File: src/rtl/mem_stage_pkg.sv
// Shared definitions for the MEM stage: func3 encodings and access FSM states.
package mem_stage_pkg;

    localparam logic [2:0] F3_B   = 3'b000;
    localparam logic [2:0] F3_H   = 3'b001;
    localparam logic [2:0] F3_W   = 3'b010;
    localparam logic [2:0] F3_BU  = 3'b100;
    localparam logic [2:0] F3_HU  = 3'b101;
    localparam logic [2:0] F3_BEQ = 3'b000;
    localparam logic [2:0] F3_BNE = 3'b001;

    typedef enum logic [1:0] {
        MEM_IDLE = 2'd0,
        MEM_REQ  = 2'd1,
        MEM_RESP = 2'd2
    } mem_state_e;

    function automatic logic load_f3_legal(input logic [2:0] f3);
        return (f3 == F3_B) || (f3 == F3_H) || (f3 == F3_W) || (f3 == F3_BU) || (f3 == F3_HU);
    endfunction

endpackage

File: src/rtl/mem_stage_if.sv
// Data-memory bus between the MEM stage (master) and the data memory (slave).
interface mem_stage_if;
    logic        dmem_req;
    logic        dmem_we;
    logic [31:0] dmem_addr;
    logic [31:0] dmem_wdata;
    logic [3:0]  dmem_be;
    logic        dmem_gnt;
    logic        dmem_rvalid;
    logic [31:0] dmem_rdata;

    modport master (
        output dmem_req, dmem_we, dmem_addr, dmem_wdata, dmem_be,
        input  dmem_gnt, dmem_rvalid, dmem_rdata
    );

    modport slave (
        input  dmem_req, dmem_we, dmem_addr, dmem_wdata, dmem_be,
        output dmem_gnt, dmem_rvalid, dmem_rdata
    );
endinterface

File: src/rtl/mem_stage_load_store_align.sv
// Combinational lane steering, byte enables, load extension and misalign/illegal detection.
module load_store_align
    import mem_stage_pkg::*;
(
    input  logic [2:0]  func3_i,
    input  logic [1:0]  addr_lo_i,
    input  logic        is_load_i,
    input  logic        is_store_i,
    input  logic [31:0] store_data_i,
    input  logic [31:0] rdata_i,
    output logic [31:0] wdata_o,
    output logic [3:0]  be_o,
    output logic [31:0] load_data_o,
    output logic        err_o
);
    logic [31:0] shifted;
    logic        misalign;
    logic        store_f3_ok;

    always_comb begin
        shifted = rdata_i >> {addr_lo_i, 3'b000};
        case (func3_i)
            F3_B:    load_data_o = {{24{shifted[7]}}, shifted[7:0]};
            F3_BU:   load_data_o = {24'h0, shifted[7:0]};
            F3_H:    load_data_o = {{16{shifted[15]}}, shifted[15:0]};
            F3_HU:   load_data_o = {16'h0, shifted[15:0]};
            default: load_data_o = shifted;
        endcase

        case (func3_i[1:0])
            2'b00: begin
                be_o    = 4'b0001 << addr_lo_i;
                wdata_o = {4{store_data_i[7:0]}};
            end
            2'b01: begin
                be_o    = 4'b0011 << addr_lo_i;
                wdata_o = {2{store_data_i[15:0]}};
            end
            default: begin
                be_o    = 4'hF;
                wdata_o = store_data_i;
            end
        endcase

        misalign    = ((func3_i[1:0] == 2'b01) && addr_lo_i[0])
                   || ((func3_i[1:0] == 2'b10) && (addr_lo_i != 2'b00));
        store_f3_ok = (func3_i == F3_B) || (func3_i == F3_H) || (func3_i == F3_W);
        err_o       = (is_load_i  && (!load_f3_legal(func3_i) || misalign))
                   || (is_store_i && (!store_f3_ok || misalign));
    end
endmodule

File: src/rtl/mem_stage.sv
// Pipeline MEM stage: data-memory access FSM with timeout, branch resolution and MEM/WB register.
module mem_stage
    import mem_stage_pkg::*;
#(
    parameter int XLEN        = 32,
    parameter int TIMEOUT_CYC = 255
) (
    input  logic            clk,
    input  logic            reset,
    input  logic [2:0]      func3_MEM,
    input  logic [XLEN-1:0] newPC_MEM,
    input  logic [XLEN-1:0] result,
    input  logic [XLEN-1:0] writeData_MEM,
    input  logic            isZero,
    input  logic            MemToReg_MEM,
    input  logic            RegWrite_MEM,
    input  logic            MemRead_MEM,
    input  logic            MemWrite_MEM,
    input  logic            branch_op_MEM,
    input  logic [4:0]      rd_MEM,
    mem_stage_if.master     dmem,
    output logic            stall_o,
    output logic            pcSrc_o,
    output logic [XLEN-1:0] branchTarget_o,
    output logic            fault_o,
    output logic [XLEN-1:0] readData_WB,
    output logic [XLEN-1:0] aluResult_WB,
    output logic [4:0]      rd_WB,
    output logic            MemToReg_WB,
    output logic            RegWrite_WB
);
    localparam int CW = (TIMEOUT_CYC < 2) ? 1 : $clog2(TIMEOUT_CYC + 1);
    localparam logic [CW-1:0] CNT_MAX = CW'(TIMEOUT_CYC);

    mem_state_e  state_q;
    logic [CW-1:0] cnt_q;
    logic        fault_q;

    logic        is_load, is_store, op, err, valid_op;
    logic        timeout, issue, done, fault_d;
    logic [31:0] load_data;

    // Both read and write set is handled as a load.
    assign is_load  = MemRead_MEM;
    assign is_store = MemWrite_MEM & ~MemRead_MEM;
    assign op       = is_load | is_store;

    load_store_align u_align (
        .func3_i      (func3_MEM),
        .addr_lo_i    (result[1:0]),
        .is_load_i    (is_load),
        .is_store_i   (is_store),
        .store_data_i (writeData_MEM),
        .rdata_i      (dmem.dmem_rdata),
        .wdata_o      (dmem.dmem_wdata),
        .be_o         (dmem.dmem_be),
        .load_data_o  (load_data),
        .err_o        (err)
    );

    assign valid_op = op & ~err;
    assign timeout  = valid_op && (TIMEOUT_CYC != 0) && (cnt_q == CNT_MAX);
    assign issue    = valid_op && !timeout && (state_q == MEM_IDLE || state_q == MEM_REQ);
    assign done     = valid_op && !timeout
                   && ((issue && dmem.dmem_gnt && is_store)
                    || (state_q == MEM_RESP && dmem.dmem_rvalid));
    assign fault_d  = (op & err) | timeout;

    assign stall_o         = reset & valid_op & ~done & ~timeout;
    assign dmem.dmem_req   = reset & issue;
    assign dmem.dmem_we    = is_store;
    assign dmem.dmem_addr  = {result[31:2], 2'b00};
    assign branchTarget_o  = newPC_MEM;
    assign fault_o         = fault_q;
    assign pcSrc_o = reset & branch_op_MEM & ~op
                   & ((func3_MEM == F3_BEQ) ? isZero : (func3_MEM == F3_BNE) ? ~isZero : 1'b0);

    always_ff @(posedge clk or negedge reset) begin
        if (!reset) begin
            state_q <= MEM_IDLE;
            cnt_q   <= '0;
            fault_q <= 1'b0;
        end else begin
            fault_q <= fault_d;
            if (timeout || done || !valid_op) begin
                state_q <= MEM_IDLE;
                cnt_q   <= '0;
            end else begin
                if (stall_o && TIMEOUT_CYC != 0)
                    cnt_q <= cnt_q + 1'b1;
                case (state_q)
                    MEM_IDLE: state_q <= (dmem.dmem_gnt && is_load) ? MEM_RESP : MEM_REQ;
                    MEM_REQ:  if (dmem.dmem_gnt && is_load) state_q <= MEM_RESP;
                    default:  state_q <= MEM_RESP;
                endcase
            end
        end
    end

    // Stalled or faulting instructions leave a bubble; data fields keep their last values.
    always_ff @(posedge clk or negedge reset) begin
        if (!reset) begin
            readData_WB  <= '0;
            aluResult_WB <= '0;
            rd_WB        <= '0;
            MemToReg_WB  <= 1'b0;
            RegWrite_WB  <= 1'b0;
        end else if (stall_o || fault_d) begin
            MemToReg_WB <= 1'b0;
            RegWrite_WB <= 1'b0;
        end else begin
            if (done && is_load)
                readData_WB <= load_data;
            aluResult_WB <= result;
            rd_WB        <= rd_MEM;
            MemToReg_WB  <= MemToReg_MEM;
            RegWrite_WB  <= RegWrite_MEM;
        end
    end
endmodule
File: src/flat_wrapper.sv
// flat-port wrapper written by rule: the top's interface ports become plain ports
module mem_stage_flat import mem_stage_pkg::*;
#(
    parameter int XLEN        = 32,
    parameter int TIMEOUT_CYC = 255
)
  (clk, reset, func3_MEM, newPC_MEM, result, writeData_MEM, isZero, MemToReg_MEM, RegWrite_MEM, MemRead_MEM, MemWrite_MEM, branch_op_MEM, rd_MEM, stall_o, pcSrc_o, branchTarget_o, fault_o, readData_WB, aluResult_WB, rd_WB, MemToReg_WB, RegWrite_WB, dmem_dmem_req, dmem_dmem_we, dmem_dmem_addr, dmem_dmem_wdata, dmem_dmem_be, dmem_dmem_gnt, dmem_dmem_rvalid, dmem_dmem_rdata);
  mem_stage_if dmem_i ();
  input  logic clk;
  input  logic reset;
  input  logic [2:0] func3_MEM;
  input  logic [XLEN-1:0] newPC_MEM;
  input  logic [XLEN-1:0] result;
  input  logic [XLEN-1:0] writeData_MEM;
  input  logic isZero;
  input  logic MemToReg_MEM;
  input  logic RegWrite_MEM;
  input  logic MemRead_MEM;
  input  logic MemWrite_MEM;
  input  logic branch_op_MEM;
  input  logic [4:0] rd_MEM;
  output logic stall_o;
  output logic pcSrc_o;
  output logic [XLEN-1:0] branchTarget_o;
  output logic fault_o;
  output logic [XLEN-1:0] readData_WB;
  output logic [XLEN-1:0] aluResult_WB;
  output logic [4:0] rd_WB;
  output logic MemToReg_WB;
  output logic RegWrite_WB;
  output wire logic [$bits(dmem_i.dmem_req)-1:0] dmem_dmem_req;
  output wire logic [$bits(dmem_i.dmem_we)-1:0] dmem_dmem_we;
  output wire logic [$bits(dmem_i.dmem_addr)-1:0] dmem_dmem_addr;
  output wire logic [$bits(dmem_i.dmem_wdata)-1:0] dmem_dmem_wdata;
  output wire logic [$bits(dmem_i.dmem_be)-1:0] dmem_dmem_be;
  input wire logic [$bits(dmem_i.dmem_gnt)-1:0] dmem_dmem_gnt;
  input wire logic [$bits(dmem_i.dmem_rvalid)-1:0] dmem_dmem_rvalid;
  input wire logic [$bits(dmem_i.dmem_rdata)-1:0] dmem_dmem_rdata;
  assign dmem_dmem_req = dmem_i.dmem_req;
  assign dmem_dmem_we = dmem_i.dmem_we;
  assign dmem_dmem_addr = dmem_i.dmem_addr;
  assign dmem_dmem_wdata = dmem_i.dmem_wdata;
  assign dmem_dmem_be = dmem_i.dmem_be;
  assign dmem_i.dmem_gnt = dmem_dmem_gnt;
  assign dmem_i.dmem_rvalid = dmem_dmem_rvalid;
  assign dmem_i.dmem_rdata = dmem_dmem_rdata;
  mem_stage #(.XLEN(XLEN), .TIMEOUT_CYC(TIMEOUT_CYC)) u_core (.clk(clk), .reset(reset), .func3_MEM(func3_MEM), .newPC_MEM(newPC_MEM), .result(result), .writeData_MEM(writeData_MEM), .isZero(isZero), .MemToReg_MEM(MemToReg_MEM), .RegWrite_MEM(RegWrite_MEM), .MemRead_MEM(MemRead_MEM), .MemWrite_MEM(MemWrite_MEM), .branch_op_MEM(branch_op_MEM), .rd_MEM(rd_MEM), .dmem(dmem_i), .stall_o(stall_o), .pcSrc_o(pcSrc_o), .branchTarget_o(branchTarget_o), .fault_o(fault_o), .readData_WB(readData_WB), .aluResult_WB(aluResult_WB), .rd_WB(rd_WB), .MemToReg_WB(MemToReg_WB), .RegWrite_WB(RegWrite_WB));
endmodule
File: config.mk
export PLATFORM = sky130hd
export DESIGN_NAME = mem_stage_flat
export DESIGN_NICKNAME = d
export VERILOG_FILES = /design/src/rtl/mem_stage_pkg.sv /design/src/rtl/mem_stage_if.sv /design/src/rtl/mem_stage_load_store_align.sv /design/src/rtl/mem_stage.sv /design/src/flat_wrapper.sv
export SDC_FILE = /design/constraint.sdc
export NUM_CORES = 1
export LEC_CHECK = 0
export BUFFER_PORTS_ARGS = -buffer_cell sky130_fd_sc_hd__buf_2
export CAP_MARGIN = 10
export CORE_AREA = 2 2 125 127
export DETAILED_ROUTE_END_ITERATION = 10
export DIE_AREA = 0 0 127 129
export GPL_ROUTABILITY_DRIVEN = 0
export PLACE_DENSITY = 0.65
export SYNTH_ARGS = -nofsm -noshare
export SYNTH_HDL_FRONTEND = slang
export SYNTH_SLANG_ARGS = --single-unit
File: constraint.sdc
create_clock -name clk -period 2.2 [get_ports clk]
set_clock_uncertainty 0.05 [all_clocks]
set_input_delay 0.44 -clock clk [delete_from_list [all_inputs] [get_ports clk]]
set_output_delay 0.44 -clock clk [all_outputs]
set_load 0.02 [all_outputs]
Yosys cells after proc, flatten, opt, wreduce, memory -nomap -nowiden
Index checks and enable logic that the tools add are counted.
{ "word_totals": {"ff_bits": 82, "in_bits": 146} }
{ "classes": {"addsub": 1, "eq_ne": 10, "n_shift": 3, "n_mux": 13, "n_bitwise": 19, "n_reduce_logical": 36} }
{ "op_table": {"columns": ["cell", "count"], "rows": [
  ["$pmux 32 s4", 1],
  ["$pmux 32 s2", 1],
  ["$shr 32x5->32", 1],
  ["$mux 8", 2],
  ["$logic_and 1x1->1", 13],
  ["$logic_or 1x1->1", 13],
  ["$and 1x1->1", 10],
  ["$add 8x1->8 const B", 1],
  ["$eq 8x8->1 const B", 1],
  ["$pmux 4 s2", 1],
  ["$not 1->1", 7],
  ["$eq 3x3->1 const B", 2],
  ["$mux 2", 3],
  ["$eq 2x1->1 const B", 2],
  ["$eq 2x2->1 const B", 2],
  ["$logic_not 1->1", 4],
  ["$logic_not 2->1", 2],
  ["$mux 1", 4],
  ["$pmux 2 s2", 1],
  ["$reduce_bool 2->1", 2],
  ["$shl 1x2->4 const A", 1],
  ["$shl 2x2->4 const A", 1],
  ["$eq 3x1->1 const B", 1],
  ["$eq 3x2->1 const B", 1],
  ["4 further kinds", 5]
]} }

Longest topological paths before layout
Gate-level depths: netlist of the first run.
{ "logic_depth": {"depth_word": 25, "depth_mapped": 7} }

By module
Synthesis of the first run repeated with hierarchy kept, for this count alone.
{ "unflattened": {"hier_cells": 464, "area_unflattened_um2": 5191.2} }
{ "modules_own_cells": {"columns": ["module", "instances", "cells_each", "area_per_inst_um2", "seq_area_each_um2"], "rows": [
  ["mem_stage", 1, 275, 3838.7, 2052.0],
  ["load_store_align", 1, 189, 1352.5, 0.0]
]} }

Worst setup path after synthesis of the first run
OpenSTA, ideal clock, no wires.
{ "synth_path": {"path_type": "input to output", "from": "input func3_MEM[0]", "to": "output dmem_dmem_wdata[24]", "t_arrival_ns": 1.651, "slack_ns": 0.059, "path_stages": 4, "path_cell_list": "buf_2 -> buf_1 -> mux2i_1 -> o21ai_0"} }
{ "synth_via": {"elab_chain_len": 2, "word_cells_on_any_way": 3} }
{ "synth_rtl": {"columns": ["item", "line_no", "text"], "rows": [
  ["start, declared", "flat_wrapper.sv:11", "input logic [2:0] func3_MEM;"],
  ["$eq 2x1->1 / $logic_not 2->1 (equally long branches)", "mem_stage_load_store_align.sv:30", "case (func3_i[1:0])"],
  ["$pmux 32 s2 (*)", "mem_stage_load_store_align.sv:30", null],
  ["end, declared", "flat_wrapper.sv:34", "output wire logic [$bits(dmem_i.dmem_wdata)-1:0] dmem_dmem_wdata;"]
]} }
Every way passes the cells marked *; elsewhere a longest branch is shown, timed or not.

Final worst setup path of the first run
{ "layout_path": {"from": "input func3_MEM[0]", "to": "output dmem_dmem_wdata[8]"} }
The elaborated chain is that of the path after synthesis.

==> results.sh, run 1 <==
export IMPL_status="completed"
export IMPL_cp_num_buf_inv=4
export IMPL_critical_path_class="in2out"
export IMPL_syn_cell_area_sq_um=4940
export IMPL_yosysTopAreaCellShare=0.415
export IMPL_rsz0062_at_grt="false"
export IMPL_ir_drop_v=0.000485
export IMPL_async_reset_ff_frac=1.00
export IMPL_hpwl_mm=10.5
export IMPL_syn_to_final_growth_pct=29.5
export IMPL_clockRootBuffer="clkbuf_16"
export IMPL_initial_core_util=0.330
export IMPL_clock_path_buffers=2
export IMPL_cp_required_ns=1.71
export IMPL_crit_path_end_kind="output port"
export IMPL_path_cells="buf_2 > buf_4 > nor2_1 > buf_4 > mux2_2 > buf_2"
export IMPL_max_cap_viol_count=0
export IMPL_hold_class="in2async"
export IMPL_ioPinCount=322
export IMPL_fill_cells=1503
export IMPL_synth_area_per_cell_sq_um=11.0
export IMPL_n_antenna_cell=0
export IMPL_drc=0
export IMPL_drt_wl_total_mm=13.8
export IMPL_hold_viol=0
export IMPL_finalMaxSlewViolations=0
export IMPL_postRouteAntennaNets=0
export IMPL_max_freq_mhz=478
export IMPL_post_route_period_util=0.951
export IMPL_ys_warnings_count=0
export IMPL_grt_ovfl_total=0
export IMPL_power_density_nw_per_um2=790
export IMPL_cts_tree="built"
export IMPL_cp_slowest_cell="mux2_2"
export IMPL_synth_cell_type_count=40
export IMPL_multi_input_area_sq_um=2230
export IMPL_min_period_ns=2.09
export IMPL_synth_edf_count=0
export IMPL_final_nets=796
export IMPL_postLayoutCoreUtil=0.427
export IMPL_arrival_ns=1.60
export IMPL_vias=3949
export IMPL_synth_top_area_cell="dfrtp_1"
export IMPL_stdcell_count=842
export IMPL_p_int_uw=3420
export IMPL_relSlewSlack=0.499
export IMPL_grt_pass1_wl_mm=21.2
export IMPL_die_area_sq_um=16400
export IMPL_grt_max_degree=59
export IMPL_tns_ns=0
export IMPL_clk_pin_slew_ns=0.06
export IMPL_fp_coreArea_sq_um=15000
export IMPL_swShare=0.322
export IMPL_crit_path_start_kind="input pin"
export IMPL_ys_seq_area_frac=0.415
export IMPL_finalSetupViolCount=0
export IMPL_cts_sink_count=82
export IMPL_clk_latency_ns=0.34
export IMPL_synth_seq_cells=82
export IMPL_port_buffers=255
export IMPL_synth_cells=451
export IMPL_comb_power_share=0.311
export IMPL_drt_iter0_markers=129
export IMPL_viasPerCell=4.69
export IMPL_worst_pin_slew_ns=0.748
export IMPL_switchingPower_uw=1630
export IMPL_numCtsBuffers=9
export IMPL_track_usage=0.167
export IMPL_ys_top_cells_by_area="dfrtp_1 (42%), mux2_2 (20%), buf_4 (12%), o21ai_0 (3.5%), mux2i_1 (3.4%)"
export IMPL_drive_gt1_frac=0.616
export IMPL_synth_ff_type="dfrtp_1"
export IMPL_die_w_microns=127
export IMPL_cellLeakagePower_uw=0.00326
export IMPL_dp_cells=819
export IMPL_critPathTopFamily="buffers and inverters"
export IMPL_wire_per_inst_microns=16.4
export IMPL_grt_pass1_vias=3896
export IMPL_htree_levels=3
export IMPL_worstPathMaxFanout=6
export IMPL_clockPowerShare=0.317
export IMPL_seq_area_sq_um=2050
export IMPL_share_seq_of_total_power=0.372
export IMPL_antenna_found_initial=0
export IMPL_dr_pass1_iters=6
export IMPL_die_h_microns=129
export IMPL_max_stage_delay_ns=0.34
export IMPL_hold_ws_ns=0.110
export IMPL_rows=45
area by class of cell:
| cell class | count | area share |
|---|---|---|
| Multi-Input combinational cell | 269 | 0.348 |
| Tap cell | 188 | 0.0368 |
| Timing Repair Buffer | 284 | 0.242 |
| Clock inverter | 3 | 0.00685 |
| Sequential cell | 82 | 0.321 |
| Inverter | 3 | 0.00176 |
| Clock buffer | 13 | 0.0438 |
worst reg2reg max path, cell delays in order (launching register included):
cell and delay, ns:
dfrtp_1 0.40, nand2b_1 0.15, a21o_1 0.21, a311oi_4 0.33, buf_12 0.29, mux2_2 0.39
cell usage after synthesis (8+ instances only):
cell type,number
nand2_1,28
buf_2,8
a21oi_1,11
mux2_4,8
dfrtp_1,82
nor2_1,17
mux2_2,86
o21ai_0,35
buf_4,77
nor2b_1,12
mux2i_1,17
registers in the layout, summed over array words and instances, names as in the netlist:
register / flops
u_core.RegWrite_WB: 1
u_core.cnt_q: 8
u_core.readData_WB: 32
u_core.aluResult_WB: 32
u_core.fault_o: 1
u_core.rd_WB: 5
u_core.state_q: 2
u_core.MemToReg_WB: 1
metrics by stage:
stage          setup WS (ns)  cell area (sq um)  power (uW)
2_1_floorplan         0.0589               4940        2970
3_5_place_dp          0.0479               6000        3490
6_report               0.107               6400        5050
5_1_grt               0.0245               6400        5330
4_1_cts             0.000548               6340        5130
3_3_place_gp          0.0846               6000        3470
worst paths after layout:
path,to,slack (ns),from,depth (start not counted)
worst min register to register,u_core.aluResult_WB[1],0.45,u_core.aluResult_WB[1],1
worst min-delay path,u_core.cnt_q[2],0.11,reset,2
worst max-delay path,dmem_dmem_wdata[8],0.11,func3_MEM[0],6
worst max register to register,u_core.aluResult_WB[6],0.25,u_core.state_q[1],5
max in group asynchronous,u_core.readData_WB[15],0.86,reset,2
min in group clk,u_core.MemToReg_WB,0.25,MemToReg_MEM,2
power by group through the flow:
stage	Combinational, uW	Sequential, uW	Clock [uW]
after global placement	1570	1900	0
after detailed placement	1580	1910	0
after CTS	1590	1880	1660
after floorplan	756	2210	0
final	1570	1880	1600
after global routing	1680	1910	1730
cell families after synthesis:
| group | Yosys count | synth area share |
|---|---|---|
| AOI/OAI and AO/OA | 67 | 0.0848 |
| xor gates and xnor gates | 8 | 0.0142 |
| other | 1 | 0.000759 |
| DFF | 82 | 0.415 |
| buffers and inverters | 101 | 0.140 |
| and+or+nand+nor | 79 | 0.0828 |
| adders and majority gates | 1 | 0.00253 |
| muxes | 112 | 0.259 |
timing repair:
item	in CTS	in global routing
setup endpoints to repair	0	2
resized for setup	0	3
hold buffers	1	0
setup buffers	0	6
endpoints found under the hold margin	14	0
layer usage:
metal / up-vias / track usage / wire length [microns]
li1: 1900 / - / -
met4: 0 / 0.0524 / 278
met1: 1866 / 0.214 / 5910
met3: 32 / 0.0541 / 1020
met2: 151 / 0.268 / 6590
met5: - / 0 / 0
placed cells by master, fill, tap and decap left out, types with 11 or more instances in the layout:
master | synthesis | routed
a21oi_1 | 11 | 11
buf_2 | 8 | 254
buf_4 | 77 | 25
dfrtp_1 | 82 | 82
mux2_2 | 86 | 86
mux2i_1 | 17 | 17
nand2_1 | 28 | 28
nor2_1 | 17 | 17
nor2b_1 | 12 | 12
o21ai_0 | 35 | 35
(Power assumes the default switching activity.)
==> run 2, diff against run 1 <==
Settings changed: CORE_AREA 2 2 125 127 to 2 2 124 126, DIE_AREA 0 0 127 129 to 0 0 126 128, PLACE_DENSITY 0.65 to 0.68, SYNTH_HIERARCHICAL set to 1.
==> run 2 against run 1 <==
The flow now finishes with violations (setup timing). Register-to-register slack lost 0.16 ns. Count of clock-buffer cells in the layout fell by 2. Largest power group unchanged. Area after synthesis rose by 5.1%. Critical path depth increased by 2. Sequential share of layout area shrank 1.3 points. Global-route usage shrank 0.20 points. Clock power is 3% lower. Non-clock buffer count is 1 higher. Via count grew 3.2%. Die area fell by 1.6%.
==> results.sh, run 2 <==
export IMPL_arrival_ns=1.77
export IMPL_finalSetupViolCount=2
export IMPL_syn_to_final_growth_pct=28.5
export IMPL_min_period_ns=2.26
export IMPL_ys_warnings_count=6
export IMPL_grt_ovfl_total=0
export IMPL_synth_ff_type="dfrtp_1"
export IMPL_post_route_period_util=1.03
export IMPL_crit_path_start_kind="input pin"
export IMPL_comb_power_share=0.338
export IMPL_finalMaxSlewViolations=0
export IMPL_ys_seq_area_frac=0.395
export IMPL_final_nets=806
export IMPL_r2r_start="u_core/cnt_q[2]"
export IMPL_drt_wl_total_mm=13.9
export IMPL_p_int_uw=3590
export IMPL_rsz0062_at_grt="true"
export IMPL_drive_gt1_frac=0.631
export IMPL_r2r_end="u_core/aluResult_WB[26]"
export IMPL_initial_core_util=0.349
export IMPL_power_density_nw_per_um2=792
export IMPL_wire_per_inst_microns=16.3
export IMPL_rows=45
export IMPL_viasPerCell=4.79
export IMPL_synth_seq_cells=82
export IMPL_die_area_sq_um=16100
export IMPL_numCtsBuffers=9
export IMPL_switchingPower_uw=1700
export IMPL_reg2reg_slack_ns=0.09
export IMPL_synth_cells=464
export IMPL_yosysTopAreaCellShare=0.395
export IMPL_synth_edf_count=0
export IMPL_critical_path_class="in2out"
export IMPL_ys_top_cells_by_area="dfrtp_1 (40%), mux2_2 (14%), buf_4 (11%), mux2_4 (9.3%), mux2i_1 (4.6%)"
export IMPL_dr_pass1_iters=4
export IMPL_grt_max_degree=43
export IMPL_relSlewSlack=0.634
export IMPL_hpwl_mm=11.0
export IMPL_cts_tree="built"
export IMPL_fin_ws_ns=-0.0615
export IMPL_fp_coreArea_sq_um=14900
export IMPL_clockRootBuffer="clkbuf_16"
export IMPL_layout_commonest_cell="buf_2"
export IMPL_dp_cells=833
export IMPL_clock_path_buffers=2
export IMPL_synth_cell_type_count=45
export IMPL_syn_cell_area_sq_um=5190
export IMPL_synthTopCellsByCount="dfrtp_1 (82), buf_4 (74), mux2_2 (63)"
export IMPL_status="finished, violations left"
export IMPL_hold_viol=0
export IMPL_reg2reg_depth=7
export IMPL_fill_cells=1413
export IMPL_ir_drop_v=0.000425
export IMPL_max_freq_mhz=442
export IMPL_drc=0
export IMPL_final_cell_mix="buf_2 (250), dfrtp_1 (82), mux2_2 (63)"
export IMPL_worstPathMaxFanout=3
export IMPL_synth_area_per_cell_sq_um=11.2
export IMPL_cp_required_ns=1.71
export IMPL_clockPowerShare=0.296
export IMPL_hold_class="in2reg"
export IMPL_stdcell_area_sq_um=6670
export IMPL_grt_pass1_wl_mm=20.9
export IMPL_cellLeakagePower_uw=0.00335
export IMPL_max_cap_viol_count=0
export IMPL_violations="setup timing"
export IMPL_htree_levels=3
export IMPL_postLayoutCoreUtil=0.449
export IMPL_crit_path_end_kind="output port"
export IMPL_n_antenna_cell=0
export IMPL_startpoint="func3_MEM[0]"
export IMPL_postRouteAntennaNets=0
export IMPL_drt_iter0_markers=183
export IMPL_async_reset_ff_frac=1.00
export IMPL_share_seq_of_total_power=0.366
export IMPL_synth_top_area_cell="dfrtp_1"
export IMPL_clk_pin_slew_ns=0.06
export IMPL_worst_pin_slew_ns=0.549
export IMPL_antenna_found_initial=0
export IMPL_yosysMostFrequentCell="dfrtp_1"
export IMPL_swShare=0.321
export IMPL_die_h_microns=128
export IMPL_place_area_sq_um=6280
export IMPL_stdcell_count=850
export IMPL_top_regs="u_core/aluResult_WB x32, u_core/readData_WB x32, u_core/cnt_q x8"
export IMPL_die_w_microns=126
export IMPL_ioPinCount=322
export IMPL_clk_latency_ns=0.33
export IMPL_vias=4075
export IMPL_cts_sink_count=82
export IMPL_track_usage=0.165
export IMPL_grt_pass1_vias=3805
export IMPL_endpoint="stall_o"
export IMPL_port_buffers=255
-- run 2: cell count changes in the layout (fill, tap and decap cells not counted), moves of 5 or more --
| cell | delta |
|---|---|
| buf_6 | +5 |
| a211oi_1 | -7 |
| o211ai_1 | +15 |
| a2bb2oi_1 | -7 |
| or2_2 | +8 |
| o21ai_0 | -18 |
| a21oi_1 | +6 |
| mux2i_1 | +7 |
| mux2_2 | -23 |
| mux2_4 | +24 |
| nor2b_1 | -7 |
| nand2_1 | +7 |
-- run 2: cells by family after synthesis --
kind of cell	count (synthesis)	share of synthesized area
AND/OR/NAND/NOR	89	0.0853
multiplexers	119	0.275
other	1	0.000722
AO/OA/AOI/OAI	61	0.0836
flip-flops	82	0.395
XOR/XNOR	8	0.0135
adder cells (fa/ha/maj)	1	0.00241
buffers and inverters	103	0.144
-- run 2: worst min-delay path by stage --
| stage | start | to | depth (start not counted) |
|---|---|---|---|
| floorplan | reset | u_core/MemToReg_WB | 0 |
| global placement | reset | u_core/aluResult_WB[7] | 2 |
| detailed placement | reset | u_core/aluResult_WB[7] | 2 |
| CTS | dmem_dmem_gnt | u_core/state_q[0] | 2 |
| global route | dmem_dmem_gnt | u_core/state_q[0] | 2 |
| finish | dmem_dmem_gnt | u_core/state_q[0] | 2 |
-- run 2: power groups by stage --
stage	Combinational (uW)	Clock, uW	Sequential (uW)
CTS	1800	1620	1940
global route	1900	1700	1970
finish	1780	1560	1940
detailed placement	1780	0	1960
global placement	1750	0	1960
floorplan	890	0	2280
-- run 2: what timing repair did --
item	CTS	global route
endpoints found under the setup margin	3	4
resized for setup	10	6
hold buffers	1	0
setup buffers	2	0
hold endpoints to repair	7	0
-- run 2: metal layers --
metal / track usage / up-vias / wire [microns]
met5: 0 / - / 0
met1: 0.221 / 1960 / 6080
met3: 0.0367 / 34 / 798
met2: 0.268 / 156 / 6730
met4: 0.0472 / 0 / 251
li1: - / 1925 / -
-- run 2: area by class of cell --
cell class	instances	area [sq um]	area share
flip-flops and latches	82	2050	0.308
clock inverters	3	65.1	0.00976
inverters	1	3.75	0.000563
well taps	188	235	0.0353
multi-input cells	280	2430	0.365
repair buffers	285	1640	0.245
clock buffers	11	243	0.0364
-- run 2: worst max-delay path, cell delays in order --
cell and delay [ns]:
buf_6 0.10, or3_4 0.37, a21oi_2 0.11, nor2_1 0.07, a41oi_4 0.21, buf_12 0.14
and4_4 0.21, buf_6 0.11
-- run 2: stage by stage --
stage	hold WS, ns	TNS, ns	power [uW]	worst slack (ns)
after floorplan	0.0944	-6.96	3170	-0.211
after global placement	0.330	-4.91	3710	-0.159
after detailed placement	0.333	-5.31	3740	-0.167
after CTS	0.238	-0.126	5360	-0.0748
after global routing	0.245	-0.209	5570	-0.108
final	0.260	-0.0967	5280	-0.0615
